### src/rtl/trng_pkg.sv
// trng_pkg: shared state encoding and default sizes
// for the TRNG output scheduler.
package trng_pkg;

  localparam int DEF_RCT_CUTOFF   = 32;
  localparam int DEF_BLOCK_BITS   = 448;
  localparam int DEF_DIGEST_BYTES = 32;

  localparam int IDX_W  = $clog2(DEF_BLOCK_BITS);
  localparam int ADDR_W = $clog2(DEF_DIGEST_BYTES);
  localparam int RUN_W  = $clog2(DEF_RCT_CUTOFF + 1);

  typedef enum logic [2:0] {
    S_COLLECT,
    S_HASH_START,
    S_HASH_WAIT,
    S_DIG_READ,
    S_DIG_SEND
  } state_t;

endpackage

### src/rtl/trng_output_sched_if.sv
// trng_output_sched_if: byte stream towards the UART
// transmitter, valid/ready handshake.
interface trng_output_sched_if;
  logic [7:0] tx_data;
  logic       tx_valid;
  logic       tx_ready;

  modport master (
    output tx_data,
    output tx_valid,
    input  tx_ready
  );

  modport slave (
    input  tx_data,
    input  tx_valid,
    output tx_ready
  );
endinterface

### src/rtl/trng_rct.sv
// trng_rct: repetition-count health test, flags the
// accepted bit that makes the run reach the cutoff.
module trng_rct #(
  parameter int CUTOFF = 32,
  parameter int RUN_W  = 6
) (
  input  logic i_clk,
  input  logic i_rst,
  input  logic i_valid,
  input  logic i_bit,
  output logic o_fail
);

  logic [RUN_W-1:0] r_cnt;
  logic             r_last;
  logic [RUN_W-1:0] w_run;

  always_comb begin
    w_run = RUN_W'(1);
    if (r_cnt != '0 && i_bit == r_last)
      w_run = r_cnt + 1'b1;
    o_fail = i_valid && (w_run == RUN_W'(CUTOFF));
  end

  // a failing bit starts a fresh run of length 1
  always_ff @(posedge i_clk) begin
    if (i_rst) begin
      r_cnt  <= '0;
      r_last <= 1'b0;
    end else if (i_valid) begin
      r_cnt  <= o_fail ? RUN_W'(1) : w_run;
      r_last <= i_bit;
    end
  end

endmodule

### src/rtl/trng_output_sched.sv
// trng_output_sched: RCT health test, hash block sequencing and
// UART arbitration between raw bytes and digest bytes.
module trng_output_sched
  import trng_pkg::*;
#(
  parameter int RCT_CUTOFF   = DEF_RCT_CUTOFF,
  parameter int BLOCK_BITS   = DEF_BLOCK_BITS,
  parameter int DIGEST_BYTES = DEF_DIGEST_BYTES
) (
  input  logic              TRNG_Clock,
  input  logic              TRNG_Reset,
  input  logic              ctrl_mode,
  input  logic              sample_valid,
  input  logic              sample_bit,
  output logic              blk_bit_valid,
  output logic              blk_bit,
  output logic [IDX_W-1:0]  blk_bit_idx,
  output logic              hash_start,
  input  logic              hash_done,
  output logic [ADDR_W-1:0] digest_rd_addr,
  input  logic [7:0]        digest_rd_data,
  trng_output_sched_if.master tx,
  output logic              failure,
  output logic              overrun,
  output logic              hash_rdy
);

  state_t r_state, w_next;

  logic [IDX_W-1:0]  r_pos;
  logic              r_mode;
  logic [6:0]        r_shift;
  logic [7:0]        r_hold;
  logic              r_hfull;
  logic              r_fail;
  logic              r_ovr;
  logic              r_rdy;
  logic [ADDR_W-1:0] r_addr;

  logic w_acc, w_mode, w_rfail, w_fwd;
  logic w_blk_last, w_byte_done;
  logic w_dig_tx, w_hold_tx, w_drain, w_addr_last;

  trng_rct #(
    .CUTOFF (RCT_CUTOFF),
    .RUN_W  ($clog2(RCT_CUTOFF + 1))
  ) u_rct (
    .i_clk   (TRNG_Clock),
    .i_rst   (TRNG_Reset),
    .i_valid (w_acc),
    .i_bit   (sample_bit),
    .o_fail  (w_rfail)
  );

  // mode only follows ctrl_mode at a block/byte boundary
  assign w_acc       = sample_valid & ~TRNG_Reset
                     & (r_state == S_COLLECT);
  assign w_mode      = (r_pos == '0) ? ctrl_mode : r_mode;
  assign w_fwd       = w_acc & ~w_rfail;
  assign w_blk_last  = w_fwd & ~w_mode
                     & (r_pos == IDX_W'(BLOCK_BITS - 1));
  assign w_byte_done = w_fwd & w_mode & (r_pos == IDX_W'(7));
  assign w_dig_tx    = (r_state == S_DIG_SEND);
  assign w_hold_tx   = r_hfull & (r_state != S_DIG_READ)
                     & ~w_dig_tx;
  assign w_drain     = w_hold_tx & tx.tx_ready;
  assign w_addr_last = (r_addr == ADDR_W'(DIGEST_BYTES - 1));

  always_ff @(posedge TRNG_Clock) begin
    if (TRNG_Reset) r_state <= S_COLLECT;
    else            r_state <= w_next;
  end

  always_comb begin
    w_next = r_state;
    unique case (r_state)
      S_COLLECT:    if (w_blk_last) w_next = S_HASH_START;
      S_HASH_START: w_next = S_HASH_WAIT;
      S_HASH_WAIT:  if (hash_done) w_next = S_DIG_READ;
      S_DIG_READ:   w_next = S_DIG_SEND;
      S_DIG_SEND:
        if (tx.tx_ready)
          w_next = w_addr_last ? S_COLLECT : S_DIG_READ;
      default:      w_next = S_COLLECT;
    endcase
  end

  always_comb begin
    hash_start    = (r_state == S_HASH_START);
    blk_bit_valid = w_fwd & ~w_mode;
    blk_bit       = blk_bit_valid & sample_bit;
    blk_bit_idx   = blk_bit_valid ? r_pos : '0;
    tx.tx_valid   = w_dig_tx | w_hold_tx;
    tx.tx_data    = 8'h00;
    if (w_dig_tx)       tx.tx_data = digest_rd_data;
    else if (w_hold_tx) tx.tx_data = r_hold;
  end

  always_ff @(posedge TRNG_Clock) begin
    if (TRNG_Reset) begin
      r_pos   <= '0;
      r_mode  <= 1'b0;
      r_shift <= '0;
      r_hold  <= '0;
      r_hfull <= 1'b0;
      r_fail  <= 1'b0;
      r_ovr   <= 1'b0;
      r_rdy   <= 1'b0;
      r_addr  <= '0;
    end else begin
      if (r_pos == '0) r_mode <= ctrl_mode;
      if (w_acc & w_rfail) begin
        r_pos  <= '0;
        r_fail <= 1'b1;
      end else if (w_fwd) begin
        if (w_blk_last | w_byte_done) begin
          r_pos  <= '0;
          r_fail <= 1'b0;
        end else begin
          r_pos <= r_pos + 1'b1;
        end
        if (w_mode) r_shift <= {r_shift[5:0], sample_bit};
      end
      // a drain on the same edge frees the holding register
      r_ovr <= w_byte_done & r_hfull & ~w_drain;
      if (w_byte_done & (~r_hfull | w_drain)) begin
        r_hold  <= {r_shift, sample_bit};
        r_hfull <= 1'b1;
      end else if (w_drain) begin
        r_hfull <= 1'b0;
      end
      if (r_state == S_HASH_WAIT && hash_done) begin
        r_rdy  <= 1'b1;
        r_addr <= '0;
      end
      if (w_dig_tx && tx.tx_ready) begin
        if (w_addr_last) begin
          r_rdy  <= 1'b0;
          r_addr <= '0;
        end else begin
          r_addr <= r_addr + 1'b1;
        end
      end
    end
  end

  assign failure        = r_fail;
  assign overrun        = r_ovr;
  assign hash_rdy       = r_rdy;
  assign digest_rd_addr = r_addr;

endmodule
### src/flat_wrapper.sv
// flat-port wrapper written by rule: the top's interface ports become plain ports
module trng_output_sched_flat import trng_pkg::*;
#(
  parameter int RCT_CUTOFF   = DEF_RCT_CUTOFF,
  parameter int BLOCK_BITS   = DEF_BLOCK_BITS,
  parameter int DIGEST_BYTES = DEF_DIGEST_BYTES
)
  (TRNG_Clock, TRNG_Reset, ctrl_mode, sample_valid, sample_bit, blk_bit_valid, blk_bit, blk_bit_idx, hash_start, hash_done, digest_rd_addr, digest_rd_data, failure, overrun, hash_rdy, tx_tx_data, tx_tx_valid, tx_tx_ready);
  trng_output_sched_if tx_i ();
  input  logic TRNG_Clock;
  input  logic TRNG_Reset;
  input  logic ctrl_mode;
  input  logic sample_valid;
  input  logic sample_bit;
  output logic blk_bit_valid;
  output logic blk_bit;
  output logic [IDX_W-1:0] blk_bit_idx;
  output logic hash_start;
  input  logic hash_done;
  output logic [ADDR_W-1:0] digest_rd_addr;
  input  logic [7:0] digest_rd_data;
  output logic failure;
  output logic overrun;
  output logic hash_rdy;
  output wire logic [$bits(tx_i.tx_data)-1:0] tx_tx_data;
  output wire logic [$bits(tx_i.tx_valid)-1:0] tx_tx_valid;
  input wire logic [$bits(tx_i.tx_ready)-1:0] tx_tx_ready;
  assign tx_tx_data = tx_i.tx_data;
  assign tx_tx_valid = tx_i.tx_valid;
  assign tx_i.tx_ready = tx_tx_ready;
  trng_output_sched #(.RCT_CUTOFF(RCT_CUTOFF), .BLOCK_BITS(BLOCK_BITS), .DIGEST_BYTES(DIGEST_BYTES)) u_core (.TRNG_Clock(TRNG_Clock), .TRNG_Reset(TRNG_Reset), .ctrl_mode(ctrl_mode), .sample_valid(sample_valid), .sample_bit(sample_bit), .blk_bit_valid(blk_bit_valid), .blk_bit(blk_bit), .blk_bit_idx(blk_bit_idx), .hash_start(hash_start), .hash_done(hash_done), .digest_rd_addr(digest_rd_addr), .digest_rd_data(digest_rd_data), .tx(tx_i), .failure(failure), .overrun(overrun), .hash_rdy(hash_rdy));
endmodule
### config.mk
export PLATFORM = sky130hd
export DESIGN_NAME = trng_output_sched_flat
export DESIGN_NICKNAME = d
export VERILOG_FILES = /design/src/rtl/trng_pkg.sv /design/src/rtl/trng_output_sched_if.sv /design/src/rtl/trng_rct.sv /design/src/rtl/trng_output_sched.sv /design/src/flat_wrapper.sv
export SDC_FILE = /design/constraint.sdc
export NUM_CORES = 1
export LEC_CHECK = 0
export BUFFER_PORTS_ARGS = -buffer_cell sky130_fd_sc_hd__buf_2
export CAP_MARGIN = 20
export CELL_PAD_IN_SITES_DETAIL_PLACEMENT = 1
export CELL_PAD_IN_SITES_GLOBAL_PLACEMENT = 2
export CORE_MARGIN = 3
export CORE_UTILIZATION = 25
export CTS_BUF_LIST = sky130_fd_sc_hd__clkbuf_8
export CTS_CLUSTER_SIZE = 25
export DETAILED_ROUTE_END_ITERATION = 12
export PLACE_DENSITY = 0.66
export SETUP_SLACK_MARGIN = 0.2
export SLEW_MARGIN = 15
export SYNTH_ARGS = -nofsm -noshare
export SYNTH_HDL_FRONTEND = slang
export SYNTH_SLANG_ARGS = --single-unit
### constraint.sdc
create_clock -name TRNG_Clock -period 3.01 [get_ports TRNG_Clock]
set_input_delay 0.602 -clock TRNG_Clock [delete_from_list [all_inputs] [get_ports TRNG_Clock]]
set_output_delay 0.602 -clock TRNG_Clock [all_outputs]
set_load 0.005 [all_outputs]
Word level (Yosys, flattened, before mapping)
Cells that the tools add are included.
{"block": "totals", "ff_bits": 44, "in_bits": 15, "output_inout_bits": 29, "word_cells": 91}
{"block": "op_classes", "addsub": 3, "eq_ne": 13, "mux": 23, "n_bitwise": 25, "reduce_logical": 15}
{"operator": "$mux 9", "count": 2}
{"operator": "$mux 8", "count": 2}
{"operator": "$and 1x1->1", "count": 15}
{"operator": "$mux 5", "count": 3}
{"operator": "$pmux 3 s5", "count": 1}
{"operator": "$mux 6", "count": 2}
{"operator": "$add 9x1->9 const B", "count": 1}
{"operator": "$eq 9x3->1 const B", "count": 1}
{"operator": "$eq 9x9->1 const B", "count": 1}
{"operator": "$logic_not 9->1", "count": 1}
{"operator": "$mux 1", "count": 9}
{"operator": "$mux 3", "count": 3}
{"operator": "$reduce_bool 2->1", "count": 4}
{"operator": "$not 1->1", "count": 7}
{"operator": "$add 6x1->6 const B", "count": 1}
{"operator": "$eq 3x2->1 const B", "count": 2}
{"operator": "$eq 6x6->1 const B", "count": 1}
{"operator": "$reduce_and 3->1", "count": 2}
{"operator": "$reduce_bool 6->1", "count": 1}
{"operator": "$add 5x1->5 const B", "count": 1}
{"operator": "$eq 5x5->1 const B", "count": 1}
{"operator": "$logic_and 1x1->1", "count": 4}
{"operator": "$ne 2x2->1 const B", "count": 2}
{"operator": "$eq 3x1->1 const B", "count": 1}
{"operator": "9 further kinds", "count": 11}

Longest topological paths before layout
{"block": "depth", "word_depth": 13, "depth_mapped": 7, "ltp_nobuf": 7}

Cells and area by module
Synthesis repeated with hierarchy kept, for this count alone.
{"block": "hier_totals", "cells_unflattened": 268, "area_unflattened_um2": 2334.7}
{"mod": "trng_output_sched", "n_inst": 1, "cells_per_inst": 214, "area_per_inst_um2": 1858.0, "seq_area_each_um2": 740.7}
{"mod": "trng_rct", "n_inst": 1, "cells_per_inst": 54, "area_per_inst_um2": 476.7, "seq_area_each_um2": 140.1}

Worst setup path before layout
OpenSTA, ideal clock, no wires.
{"block": "synth_path", "path_kind": "input -> output", "from": "input sample_valid", "to": "output blk_bit", "arrival_ns": 1.940, "required_time_ns": 2.408, "setup_slack_ns": 0.468, "path_stages": 6, "n_path_buf": 2, "path_cell_list": "or4b_1 -> buf_2 -> nor2_1 -> o211a_1 -> clkbuf_1 -> and2_1"}
{"block": "synth_via", "elab_chain_len": 7}
{"item": "start: declaration", "line_no": "flat_wrapper.sv:13", "source": "input logic sample_valid;"}
{"item": "$and 1x1->1 *", "line_no": "trng_output_sched.sv:56", "source": "assign w_acc = sample_valid & ~TRNG_Reset"}
{"item": "$and 1x1->1 *", "line_no": "trng_output_sched.sv:57", "source": "& (r_state == S_COLLECT);"}
{"item": "$logic_and 1x1->1", "line_no": "trng_rct.sv:22", "source": "o_fail = i_valid && (w_run == RUN_W'(CUTOFF));"}
{"item": "$not 1->1", "line_no": "trng_output_sched.sv:59", "source": "assign w_fwd = w_acc & ~w_rfail;"}
{"item": "$and 1x1->1 *", "line_no": "trng_output_sched.sv:59"}
{"item": "$and 1x1->1 *", "line_no": "trng_output_sched.sv:90", "source": "blk_bit_valid = w_fwd & ~w_mode;"}
{"item": "net blk_bit_valid", "line_no": "flat_wrapper.sv:15", "source": "output logic blk_bit_valid;"}
{"item": "$and 1x1->1 *", "line_no": "trng_output_sched.sv:91", "source": "blk_bit = blk_bit_valid & sample_bit;"}
{"item": "end: declaration", "line_no": "flat_wrapper.sv:16", "source": "output logic blk_bit;"}
Mark *: on every way through the listed nets, which the timed path passes. The rest lies on a longest branch.

Final worst setup path
{"block": "layout_path", "from": "register u_core.r_pos[3]", "to": "output blk_bit_idx[8]"}
{"block": "layout_via", "elab_chain_len": 5}
{"item": "start: declaration", "line_no": "trng_output_sched.sv:30", "source": "logic [IDX_W-1:0] r_pos;"}
{"item": "start signal: assignment", "line_no": "trng_output_sched.sv:120", "source": "r_pos <= r_pos + 1'b1;"}
{"item": "$logic_not 9->1", "line_no": "trng_output_sched.sv:58", "source": "assign w_mode = (r_pos == '0) ? ctrl_mode : r_mode;"}
{"item": "$mux 1"}
{"item": "$not 1->1", "line_no": "trng_output_sched.sv:90"}
{"item": "$and 1x1->1", "line_no": "trng_output_sched.sv:90"}
{"item": "$mux 9", "line_no": "trng_output_sched.sv:92", "source": "blk_bit_idx = blk_bit_valid ? r_pos : '0;"}
{"item": "end: declaration", "line_no": "flat_wrapper.sv:17", "source": "output logic [IDX_W-1:0] blk_bit_idx;"}
No other way between the ends.

==> results by group <==
Outcome
  – Outcome: finished, final reports clean

STA
  – RSZ-0062 raised after global routing: false
  – Setup ws final: 356 ps
  – Worst-Margin Slew: 596 ps
  – Fmax achieved: 377 MHz
  – Relative slew slack: 60.3%
  – Setup TNS: 0 ps
  – Worst Skew: 8.87 ps
  – Tmin final: 2650 ps
  – Final setup vio count: 0
  – Hold Vio Cnt, Final: 0
  – Final Max Slew Viols: 0
  – Ratio of final minimum period to clock period: 88.2%

Clock tree
  – Root Buffer: clkbuf_8
  – CTS H-tree depth: 2
  – Clk_lat worst skew: 300 ps
  – Cts hold-fix bufs: 0
  – TritonCTS clock tree: built
  – Clk pin slew, worst setup/hold paths: 90 ps
  – CTS Sinks: 44
  – Clock buffer depth: 2
  – Total CTS buffers: 5
  – Setup Buffers After CTS: 0

Critical path
  – WP data arrival: 2050 ps
  – Largest stage delay, worst path: 380 ps
  – Req. time, crit path: 2410 ps
  – R2R Path Start: u_core.u_rct.r_cnt[0]
  – Slowest CP cell: dfxtp_1
  – Crit. End Element: output pin
  – Worst-path cell chain: nor4_4 > nand4_1 > mux2i_4 > o211a_4 > and2_1 > buf_2
  – Crit. Startpoint: u_core.r_pos[3]
  – CP max FO: 12
  – CP startpoint kind: flop
  – Critical path class: reg2out

Final layout
  – P&R area growth vs syn: 21.5%
  – Filler cells: 1191
  – Share of cells above drive strength 1: 21.9%
  – Ant. Diodes: 0
  – Final Core Density: 31.9%
  – Nets: 372

Yosys
  – Post-Syn Area per Cell: 8.06 sq um
  – Synth unique cells: 53
  – EDFF count, synth: 0
  – Yosys top cell by area: dfxtp_1
  – Syn Inst Count: 308
  – YS warnings: 0
  – Mapped cell area: 2480 sq um
  – Post-synthesis sequential area ratio: 35.5%
  – Net count after synthesis: 329
  – Yosys reg bits: 44
  – Main synth FF type: dfxtp_1
  – Synth top area share: 35.5%
  – Synth area leaders: dfxtp_1 (36%), mux2i_1 (6.5%), nor2_1 (6.1%), nand2_1 (5.1%), a21oi_1 (3.8%)
  – Ys async rst share: 0%

Detailed routing
  – # DRC: 0
  – Routed vias: 2387
  – WL/cell: 15.6 um
  – Drt pass-1 iters: 4
  – Routed WL: 7.50 mm
  – DRT antenna net count: 0
  – Vias per cell: 4.96
  – 1st-iter DRT viols: 69

Placement
  – GPL Wtd Cong: 0.722
  – DP Worst Slack: 234 ps
  – Number of port buffers: 43
  – Dpl hpwl: 5.39 mm

Pwr
  – Logic pwr share: 8.6%
  – Lkg Pwr: 0.00123 uW
  – Internal power: 870 uW
  – Reg power frac: 51.5%
  – Power Dens Cells: 383 nW/um^2
  – Sw frac: 24.8%
  – Sw Pwr: 286 uW
  – Clk network pwr share: 39.9%
  – Maximum vdd drop: 0.000172 V

Floorplanning
  – Core ar.: 9460 sq um
  – IO Pins: 44
  – Row count: 35
  – Die X-Extent: 106 um
  – Starting Density: 26.2%
  – Die Ht: 106 um
  – Die Footprint: 11200 sq um

Run
  – Max-cap violations: 0

Min path
  – Hold Startpoint: u_core.u_rct.r_last
  – Worst min path class: reg2reg

GRT
  – Initial antenna violation count: 0
  – Largest net degree at the start of global routing: 41
  – Grt total ovfl: 0
  – Vias in the first global route: 2490
  – First-pass GRT wire length: 12.7 mm
  – GRT Total Usage: 13.8%
==> registers in the layout, summed over array words and instances (netlist names) <==
| register | flops |
|---|---|
| u_core.r_pos | 9 |
| u_core.r_hold | 8 |
| u_core.r_shift | 7 |
| u_core.u_rct.r_cnt | 6 |
| u_core.digest_rd_addr | 5 |
| u_core.r_state | 3 |
| u_core.failure | 1 |
| u_core.hash_rdy | 1 |
| u_core.overrun | 1 |
| u_core.r_hfull | 1 |
| u_core.r_mode | 1 |
| u_core.u_rct.r_last | 1 |
==> timing repair <==
item                       in CTS  in global routing
setup endpoints to repair      11                 10
hold endpoints to repair        0                  0
gates resized for setup         5                  3
==> layout make-up <==
| class | count | area (sq um) | share of cell area (%) |
|---|---|---|---|
| Clock buffer | 5 | 68.8 | 2.28 |
| Clock inverter | 3 | 38.8 | 1.29 |
| Inverter | 9 | 33.8 | 1.12 |
| Multi-Input combinational cell | 237 | 1530 | 50.8 |
| Sequential cell | 44 | 883 | 29.3 |
| Tap cell | 129 | 161 | 5.35 |
| Timing Repair Buffer | 54 | 298 | 9.88 |
==> cell families (layout without fill, tap and decap cells) <==
logic type | Yosys count | in the layout | synth area share [%]
multiplexers | 17 | 17 | 7.06
XOR/XNOR | 6 | 6 | 2.12
AO/OA/AOI/OAI | 68 | 68 | 19.5
adder cells (fa/ha/maj) | 6 | 6 | 3.03
flip-flops | 44 | 44 | 35.5
AND/OR/NAND/NOR | 140 | 140 | 28.3
buffers and inverters | 27 | 71 | 4.49
==> metrics by stage <==
stage | total power (uW) | std cells | hold WS [ps] | cell area (sq um)
global route | 1210 | 481 | 495 | 3010
global placement | 703 | 473 | 456 | 2870
floorplan | 665 | 308 | 444 | 2480
detailed placement | 704 | 473 | 467 | 2870
finish | 1160 | 481 | 478 | 3010
CTS | 1180 | 481 | 480 | 3000
==> cells in the mapped netlist (2+ instances only) <==
library cell / count
xor2_1: 3
buf_4: 2
a221oi_1: 8
mux2i_1: 16
ha_1: 6
o211ai_1: 4
a211oi_1: 5
xnor2_1: 3
o21ai_0: 13
and2_1: 15
nand2_1: 34
a31oi_1: 3
nand3_1: 9
or3_1: 2
nor2_1: 40
clkbuf_1: 13
buf_2: 2
and3_1: 2
nand2b_1: 3
nor2b_1: 2
nand3b_1: 5
o211a_1: 2
inv_1: 9
a21oi_1: 19
dfxtp_1: 44
nand4_1: 7
nor3_1: 7
a22oi_1: 2
nor4_1: 4
==> per-layer routing <==
metal / track usage (%) / routed length (um) / up-vias / part of all wire, %
met2: 24.0 / 3640 / 38 / 48
li1: - / - / 1187 / -
met1: 17.7 / 3600 / 1158 / 48
met3: 2.76 / 218 / 4 / 2.9
met4: 2.50 / 48 / 0 / 0.64
met5: 0 / 0 / - / 0
==> cells in the final DEF, fill, tap and decap left out, drive strengths merged, types with 6 or more instances in the layout <==
master	count
buf	54
dfxtp	44
nor2	40
nand2	34
a21oi	19
mux2i	16
and2	15
o21ai	15
inv	10
nand3	10
a221oi	9
nor3	7
nand4	7
ha	6
==> power by group through the flow <==
stage / registers, uW / logic [uW] / clock network (uW)
after floorplan: 606 / 58.2 / 0
after global placement: 608 / 94.6 / 0
after detailed placement: 609 / 95.7 / 0
after CTS: 595 / 102 / 479
after global routing: 597 / 110 / 500
final: 595 / 99.7 / 461
==> worst max-delay path, delay by kind of cell, from the launching register on <==
kind                   cells  cell delay (ps)
buffers and inverters      1              110
AO/OA/AOI/OAI              1              270
flip-flops                 1              380
multiplexers               1              280
AND/OR/NAND/NOR            3              700
==> worst paths after layout <==
check                        end  slack, ps  depth (start not counted)
min reg2reg  u_core.u_rct.r_last        480                          2
max               blk_bit_idx[8]        360                          6
max reg2reg     u_core.r_hold[3]        780                          8
min          u_core.u_rct.r_last        480                          2
(Power assumes the default switching activity.)
